## src/rtl/imem_arbiter_if.sv

```systemverilog
// imem_arbiter_if: requester handshakes, shared response word and memory-side signals of
// imem_arbiter. The arbiter uses the slave modport; fetch/debug/memory side uses master.
interface imem_arbiter_if #(
   parameter int unsigned ADDR_W = 11,
   parameter int unsigned DATA_W = 32
);
   logic              f_req;
   logic [ADDR_W-1:0] f_addr;
   logic              f_gnt;
   logic              f_rsp_valid;
   logic              f_rsp_ready;

   logic              d_req;
   logic [ADDR_W-1:0] d_addr;
   logic              d_gnt;
   logic              d_rsp_valid;
   logic              d_rsp_ready;

   logic [DATA_W-1:0] rsp_data;
   logic [ADDR_W-1:0] mem_addr;
   logic [DATA_W-1:0] mem_data;
   logic              busy;

   modport master (
      output f_req, f_addr, f_rsp_ready,
      output d_req, d_addr, d_rsp_ready,
      output mem_data,
      input  f_gnt, f_rsp_valid, d_gnt, d_rsp_valid,
      input  rsp_data, mem_addr, busy
   );

   modport slave (
      input  f_req, f_addr, f_rsp_ready,
      input  d_req, d_addr, d_rsp_ready,
      input  mem_data,
      output f_gnt, f_rsp_valid, d_gnt, d_rsp_valid,
      output rsp_data, mem_addr, busy
   );
endinterface

```

## src/rtl/imem_arbiter.sv

```systemverilog
// imem_arbiter: shares the synchronous-read instructionmemory port between fetch (F) and
// debug (D), one read in flight. Define IMEM_ARB_STARVE_EN to bound how long D can lose to F.
module imem_arbiter #(
   parameter int unsigned ADDR_W       = 11,
   parameter int unsigned DATA_W       = 32,
   parameter int unsigned STARVE_LIMIT = 4
) (
   input logic           clk,
   input logic           rst,
   imem_arbiter_if.slave bus
);

   localparam logic [1:0] StIdle = 2'd0;
   localparam logic [1:0] StRead = 2'd1;
   localparam logic [1:0] StResp = 2'd2;

   logic [1:0]        state_q, state_d;
   logic              owner_q, owner_d;
   logic [ADDR_W-1:0] addr_hold_q, addr_hold_d;
   logic [DATA_W-1:0] rsp_data_q, rsp_data_d;

   logic              any_req;
   logic              handshake;
   logic              decide;
   logic              win_d;
   logic [ADDR_W-1:0] win_addr;

   assign any_req   = bus.f_req | bus.d_req;
   assign handshake = (state_q == StResp) & (owner_q ? bus.d_rsp_ready : bus.f_rsp_ready);
   // Gated by rst so no grant or issued address leaks out while reset is held.
   assign decide    = ~rst & any_req & ((state_q == StIdle) | handshake);
   assign win_addr  = win_d ? bus.d_addr : bus.f_addr;

`ifdef IMEM_ARB_STARVE_EN
   logic [3:0] starve_q, starve_d;

   assign win_d = bus.d_req & (~bus.f_req | (starve_q == 4'(STARVE_LIMIT)));

   always_comb begin
      starve_d = starve_q;
      if (decide && bus.d_req) begin
         starve_d = win_d ? 4'd0 : starve_q + 4'd1;
      end
   end

   always_ff @(posedge clk or posedge rst) begin
      if (rst) begin
         starve_q <= 4'd0;
      end else begin
         starve_q <= starve_d;
      end
   end
`else
   logic unused_starve_limit;

   assign unused_starve_limit = ^(4'(STARVE_LIMIT));
   assign win_d = bus.d_req & ~bus.f_req;
`endif

   always_comb begin
      state_d     = state_q;
      owner_d     = owner_q;
      addr_hold_d = addr_hold_q;
      rsp_data_d  = rsp_data_q;
      case (state_q)
         StRead: begin
            rsp_data_d = bus.mem_data;
            state_d    = StResp;
         end
         StResp: begin
            if (handshake) begin
               state_d = StIdle;
            end
         end
         default: state_d = StIdle;
      endcase
      // A decision (from IDLE or a RESP handshake) always overrides the plain transition.
      if (decide) begin
         state_d     = StRead;
         owner_d     = win_d;
         addr_hold_d = win_addr;
      end
   end

   always_ff @(posedge clk or posedge rst) begin
      if (rst) begin
         state_q     <= StIdle;
         owner_q     <= 1'b0;
         addr_hold_q <= '0;
         rsp_data_q  <= '0;
      end else begin
         state_q     <= state_d;
         owner_q     <= owner_d;
         addr_hold_q <= addr_hold_d;
         rsp_data_q  <= rsp_data_d;
      end
   end

   assign bus.f_gnt       = decide & ~win_d;
   assign bus.d_gnt       = decide & win_d;
   assign bus.f_rsp_valid = (state_q == StResp) & ~owner_q;
   assign bus.d_rsp_valid = (state_q == StResp) & owner_q;
   assign bus.rsp_data    = rsp_data_q;
   assign bus.mem_addr    = decide ? win_addr : addr_hold_q;
   assign bus.busy        = (state_q != StIdle);

endmodule

```

## src/flat_wrapper.sv

```systemverilog
// flat-port wrapper written by rule: the top's interface ports become plain ports
module imem_arbiter_flat 
#(
   parameter int unsigned ADDR_W       = 11,
   parameter int unsigned DATA_W       = 32,
   parameter int unsigned STARVE_LIMIT = 4
)
  (clk, rst, bus_f_req, bus_f_addr, bus_f_rsp_ready, bus_d_req, bus_d_addr, bus_d_rsp_ready, bus_mem_data, bus_f_gnt, bus_f_rsp_valid, bus_d_gnt, bus_d_rsp_valid, bus_rsp_data, bus_mem_addr, bus_busy);
  imem_arbiter_if #(.ADDR_W(ADDR_W), .DATA_W(DATA_W)) bus_i ();
  input logic clk;
  input logic rst;
  input wire logic [$bits(bus_i.f_req)-1:0] bus_f_req;
  input wire logic [$bits(bus_i.f_addr)-1:0] bus_f_addr;
  input wire logic [$bits(bus_i.f_rsp_ready)-1:0] bus_f_rsp_ready;
  input wire logic [$bits(bus_i.d_req)-1:0] bus_d_req;
  input wire logic [$bits(bus_i.d_addr)-1:0] bus_d_addr;
  input wire logic [$bits(bus_i.d_rsp_ready)-1:0] bus_d_rsp_ready;
  input wire logic [$bits(bus_i.mem_data)-1:0] bus_mem_data;
  output wire logic [$bits(bus_i.f_gnt)-1:0] bus_f_gnt;
  output wire logic [$bits(bus_i.f_rsp_valid)-1:0] bus_f_rsp_valid;
  output wire logic [$bits(bus_i.d_gnt)-1:0] bus_d_gnt;
  output wire logic [$bits(bus_i.d_rsp_valid)-1:0] bus_d_rsp_valid;
  output wire logic [$bits(bus_i.rsp_data)-1:0] bus_rsp_data;
  output wire logic [$bits(bus_i.mem_addr)-1:0] bus_mem_addr;
  output wire logic [$bits(bus_i.busy)-1:0] bus_busy;
  assign bus_i.f_req = bus_f_req;
  assign bus_i.f_addr = bus_f_addr;
  assign bus_i.f_rsp_ready = bus_f_rsp_ready;
  assign bus_i.d_req = bus_d_req;
  assign bus_i.d_addr = bus_d_addr;
  assign bus_i.d_rsp_ready = bus_d_rsp_ready;
  assign bus_i.mem_data = bus_mem_data;
  assign bus_f_gnt = bus_i.f_gnt;
  assign bus_f_rsp_valid = bus_i.f_rsp_valid;
  assign bus_d_gnt = bus_i.d_gnt;
  assign bus_d_rsp_valid = bus_i.d_rsp_valid;
  assign bus_rsp_data = bus_i.rsp_data;
  assign bus_mem_addr = bus_i.mem_addr;
  assign bus_busy = bus_i.busy;
  imem_arbiter #(.ADDR_W(ADDR_W), .DATA_W(DATA_W), .STARVE_LIMIT(STARVE_LIMIT)) u_core (.clk(clk), .rst(rst), .bus(bus_i));
endmodule
```

## config.mk

```make
export PLATFORM = sky130hd
export DESIGN_NAME = imem_arbiter_flat
export DESIGN_NICKNAME = d
export VERILOG_FILES = /design/src/rtl/imem_arbiter_if.sv /design/src/rtl/imem_arbiter.sv /design/src/flat_wrapper.sv
export SDC_FILE = /design/constraint.sdc
export NUM_CORES = 1
export LEC_CHECK = 0
export CAP_MARGIN = 10
export CORE_MARGIN = 2
export CORE_UTILIZATION = 41
export CTS_CLUSTER_DIAMETER = 150
export DETAILED_ROUTE_END_ITERATION = 7
export PLACE_DENSITY = 0.83
export SLEW_MARGIN = 20
export SYNTH_ARGS = -nofsm -noshare
export SYNTH_HDL_FRONTEND = slang
export SYNTH_SLANG_ARGS = --single-unit
```

## constraint.sdc

```tcl
create_clock -name clk -period 5.05 [get_ports clk]
set_clock_uncertainty 0.2 [all_clocks]
set_input_delay 1.01 -clock clk [delete_from_list [all_inputs] [get_ports clk]]
set_output_delay 1.01 -clock clk [all_outputs]
set_load 0.02 [all_outputs]
```

==> results.md <==
* Status: complete, no violations
* Net Sw Power at 574 uW
* Maximum clock path buffer count at 2
* DR DRC count at 0
* Clk sinks at 46
* Clk network pwr share at 14.9%
* Synthesized-area fraction occupied by ao, oa, aoi and oai cells at 1.42%
* Required time worst endpoint at 3840 ps
* Final critical-path share of the clock period at 88.1%
* Combinational share of power at 49.8%
* Area grow syn2layout at 64.0%
* Proportion of synthesized chip area in sequential cells at 59.4%
* Number of hold violations in the final report at 0
* Achievable Freq at 225 MHz
* Initial antenna violation count at 0
* Final Max Tran Viols at 0
* Area fraction in and, or, nand and nor cells after synthesis at 3.42%
* Placeable Area at 4630 sq um
* Lkg Pwr at 1.32 nW
* Die outline area at 5290 sq um
* Final worst slack at 601 ps
* Placed cell area at 3060 sq um
* Startpoint class of the critical path: input pin
* Post-Syn Instances at 121
* Reg2reg path depth at 4
* Min-Delay Path Depth at 1
* Fraction of layout instances using a drive strength above 1 at 30.0%
* Average routed wire per standard cell at 15.8 microns
* Post-route insts no fill at 287
* Final standard cell area without fillers at 3180 sq um
* Critical path arrival at 3240 ps
* Post-synthesis share of cell area spent on xor and xnor gates at 0%
* Top library cells by usage in the layout, fill and taps aside: 107 x clkdlybuf4s50_1, 48 x mux2_2, 46 x dfrtp_1
* Placed cells at 279
* Clk Tree Root Cell: clkbuf_8
* Setup repair after global routing missed its margin: false
* Number of global-route vias before repair at 1377
* Count of routing violations after the opening detailed-route iteration at 64
* Clock tree from TritonCTS: yes
* Post-detailed-route count of antenna-violating nets at 0
* Clock Latency Late Sink at 300 ps
* Max-slew headroom at 46.2%
* Count of yosys warnings during synthesis at 0
* Antenna diodes at 0
* Global placer's final weighted congestion at 0.721
* Die X at 72.7 microns
* Total gr overflow at 0
* Count of input and output buffers at 107
* Cell area after synthesis at 1940 sq um
* Register clock-pin slew on the reported worst setup and hold paths at 80 ps
* Total negative slack at 0 ps
* Maximum VDD drop at 0.245 mV
* Number of rows in the core area at 25
* Total nets after synthesis at 181
* Internal power consumption at 1.14 mW
* Number of endpoints failing setup at the final stage at 0
* Vias at 1401
* Maximum number of pins on one net before global-route repair at 47
* Class of the worst hold path: reg -> reg
* Cts hold-fix bufs at 0
* Total power density per cell area at 541 nW/um^2
* Register bit count reported by yosys at 46
* Most frequent standard cell in the layout excluding fill and tap cells: clkdlybuf4s50_1
* Initial core utilization at 41.8%
* Clock period minus final worst setup slack at 4450 ps
* Post-layout nets at 292
* Max-cap violations at 0
* Number of gates resized after CTS at 0
* Largest family of logic cells by synthesized area: multiplexers
* Maximum fanout along the worst path at 15
* Synth Area in Adders at 0%
* Number of CTS-inserted buffers at 5
* Postcts setup bufs at 0
* Drt total wl at 4.54 mm
* Global-route wire length before repair at 7.01 mm
* Worst slack, placed at 610 ps
* All-Layer GR Usage at 17.6%
* Post-synthesis cell type count at 17
* Actual transition at the worst max-transition pin at 806 ps
* IO Count at 108
* Overall power at 1.72 mW
* Multiplexer share of the synthesized area at 33.6%
* Classification of the worst setup path: in -> out
* Reg power frac at 35.3%
* Switch share at 33.5%
* Synth Area per Inst at 16.0 sq um
* Die outline height at 72.7 microns
* Depth of the CTS H-tree at 2
* Vias/cell at 4.88
* Number of iterations in the first detailed-routing pass at 2
* Kind of end point of the critical path: output port
* Detailed placer's ending HPWL at 3.37 mm
[path summary, 6_finish.rpt]
| path | startpoint | slack, ps | to |
|---|---|---|---|
| setup / recovery | bus_d_rsp_ready | 600 | bus_mem_addr[2] |
| hold / removal | u_core.addr_hold_q[9] | 300 | u_core.addr_hold_q[9] |
| setup reg to reg | u_core.owner_q | 3060 | u_core.addr_hold_q[2] |
| hold reg to reg | u_core.addr_hold_q[9] | 300 | u_core.addr_hold_q[9] |
| max in group asynchronous | rst | 3100 | u_core.bus.rsp_data[7] |
| min in group asynchronous | rst | 1060 | u_core.addr_hold_q[2] |
[logic make-up (layout without fill, tap and decap cells)]
group	Yosys count	count (layout)
buffers and inverters	8	120
multiplexers	56	56
flip-flops	46	46
AND/OR/NAND/NOR	10	10
AO/OA/AOI/OAI	1	1
[critical path, stage by stage]
cell	delay (ps)
clkdlybuf4s50_1	470
mux2i_1	140
a2111oi_4	370
buf_4	310
mux2_2	390
clkdlybuf4s50_1	550
[cell usage after synthesis, drive strengths merged]
cell	number	area, sq um
a2111oi	1	27.5
and2	1	7.51
and3b	1	10.0
buf	4	26.3
clkbuf	2	7.51
dfrtp	46	1150
inv	2	7.51
mux2	54	631
mux2i	2	20.0
nand2	1	3.75
nand2b	2	12.5
nand3b	1	7.51
nor2	1	3.75
nor3b	2	15.0
or2	1	6.26
[through the flow]
| stage | utilization, % | hold slack, ps |
|---|---|---|
| floorplan | - | 323 |
| global placement | 66.2 | 280 |
| detailed placement | 66.2 | 283 |
| CTS | 68.6 | 303 |
| global route | 68.6 | 309 |
| finish | 68.6 | 300 |
[routing by layer]
metal | part of all wire (%) | global-route usage, % | wire length, microns
met2 | 48 | 27.6 | 2180
met1 | 43 | 23.4 | 1940
met4 | 1.2 | 6.17 | 53
met5 | 0 | 0 | 0
met3 | 8.0 | 5.25 | 362
[power by group through the flow]
stage	clock network, mW	registers (mW)	logic [mW]
floorplan	0	0.770	0.276
global placement	0	0.606	0.850
detailed placement	0	0.615	0.862
CTS	0.265	0.608	0.864
global route	0.279	0.627	0.899
finish	0.256	0.606	0.855
[layout make-up]
| cell class | instances | area (sq um) |
|---|---|---|
| Multi-Input combinational cell | 67 | 744 |
| Timing Repair Buffer | 110 | 1090 |
| Fill cell | 368 | 1450 |
| Inverter | 2 | 8.76 |
| Clock buffer | 8 | 110 |
| Tap cell | 54 | 67.6 |
| Sequential cell | 46 | 1150 |
[flip-flops by register name, indices dropped and copies added (netlist names)]
name                 cells
u_core.addr_hold_q      11
u_core.bus.rsp_data     32
u_core.owner_q           1
u_core.state_q           2
Note: power is estimated with default switching activity, not from simulation.
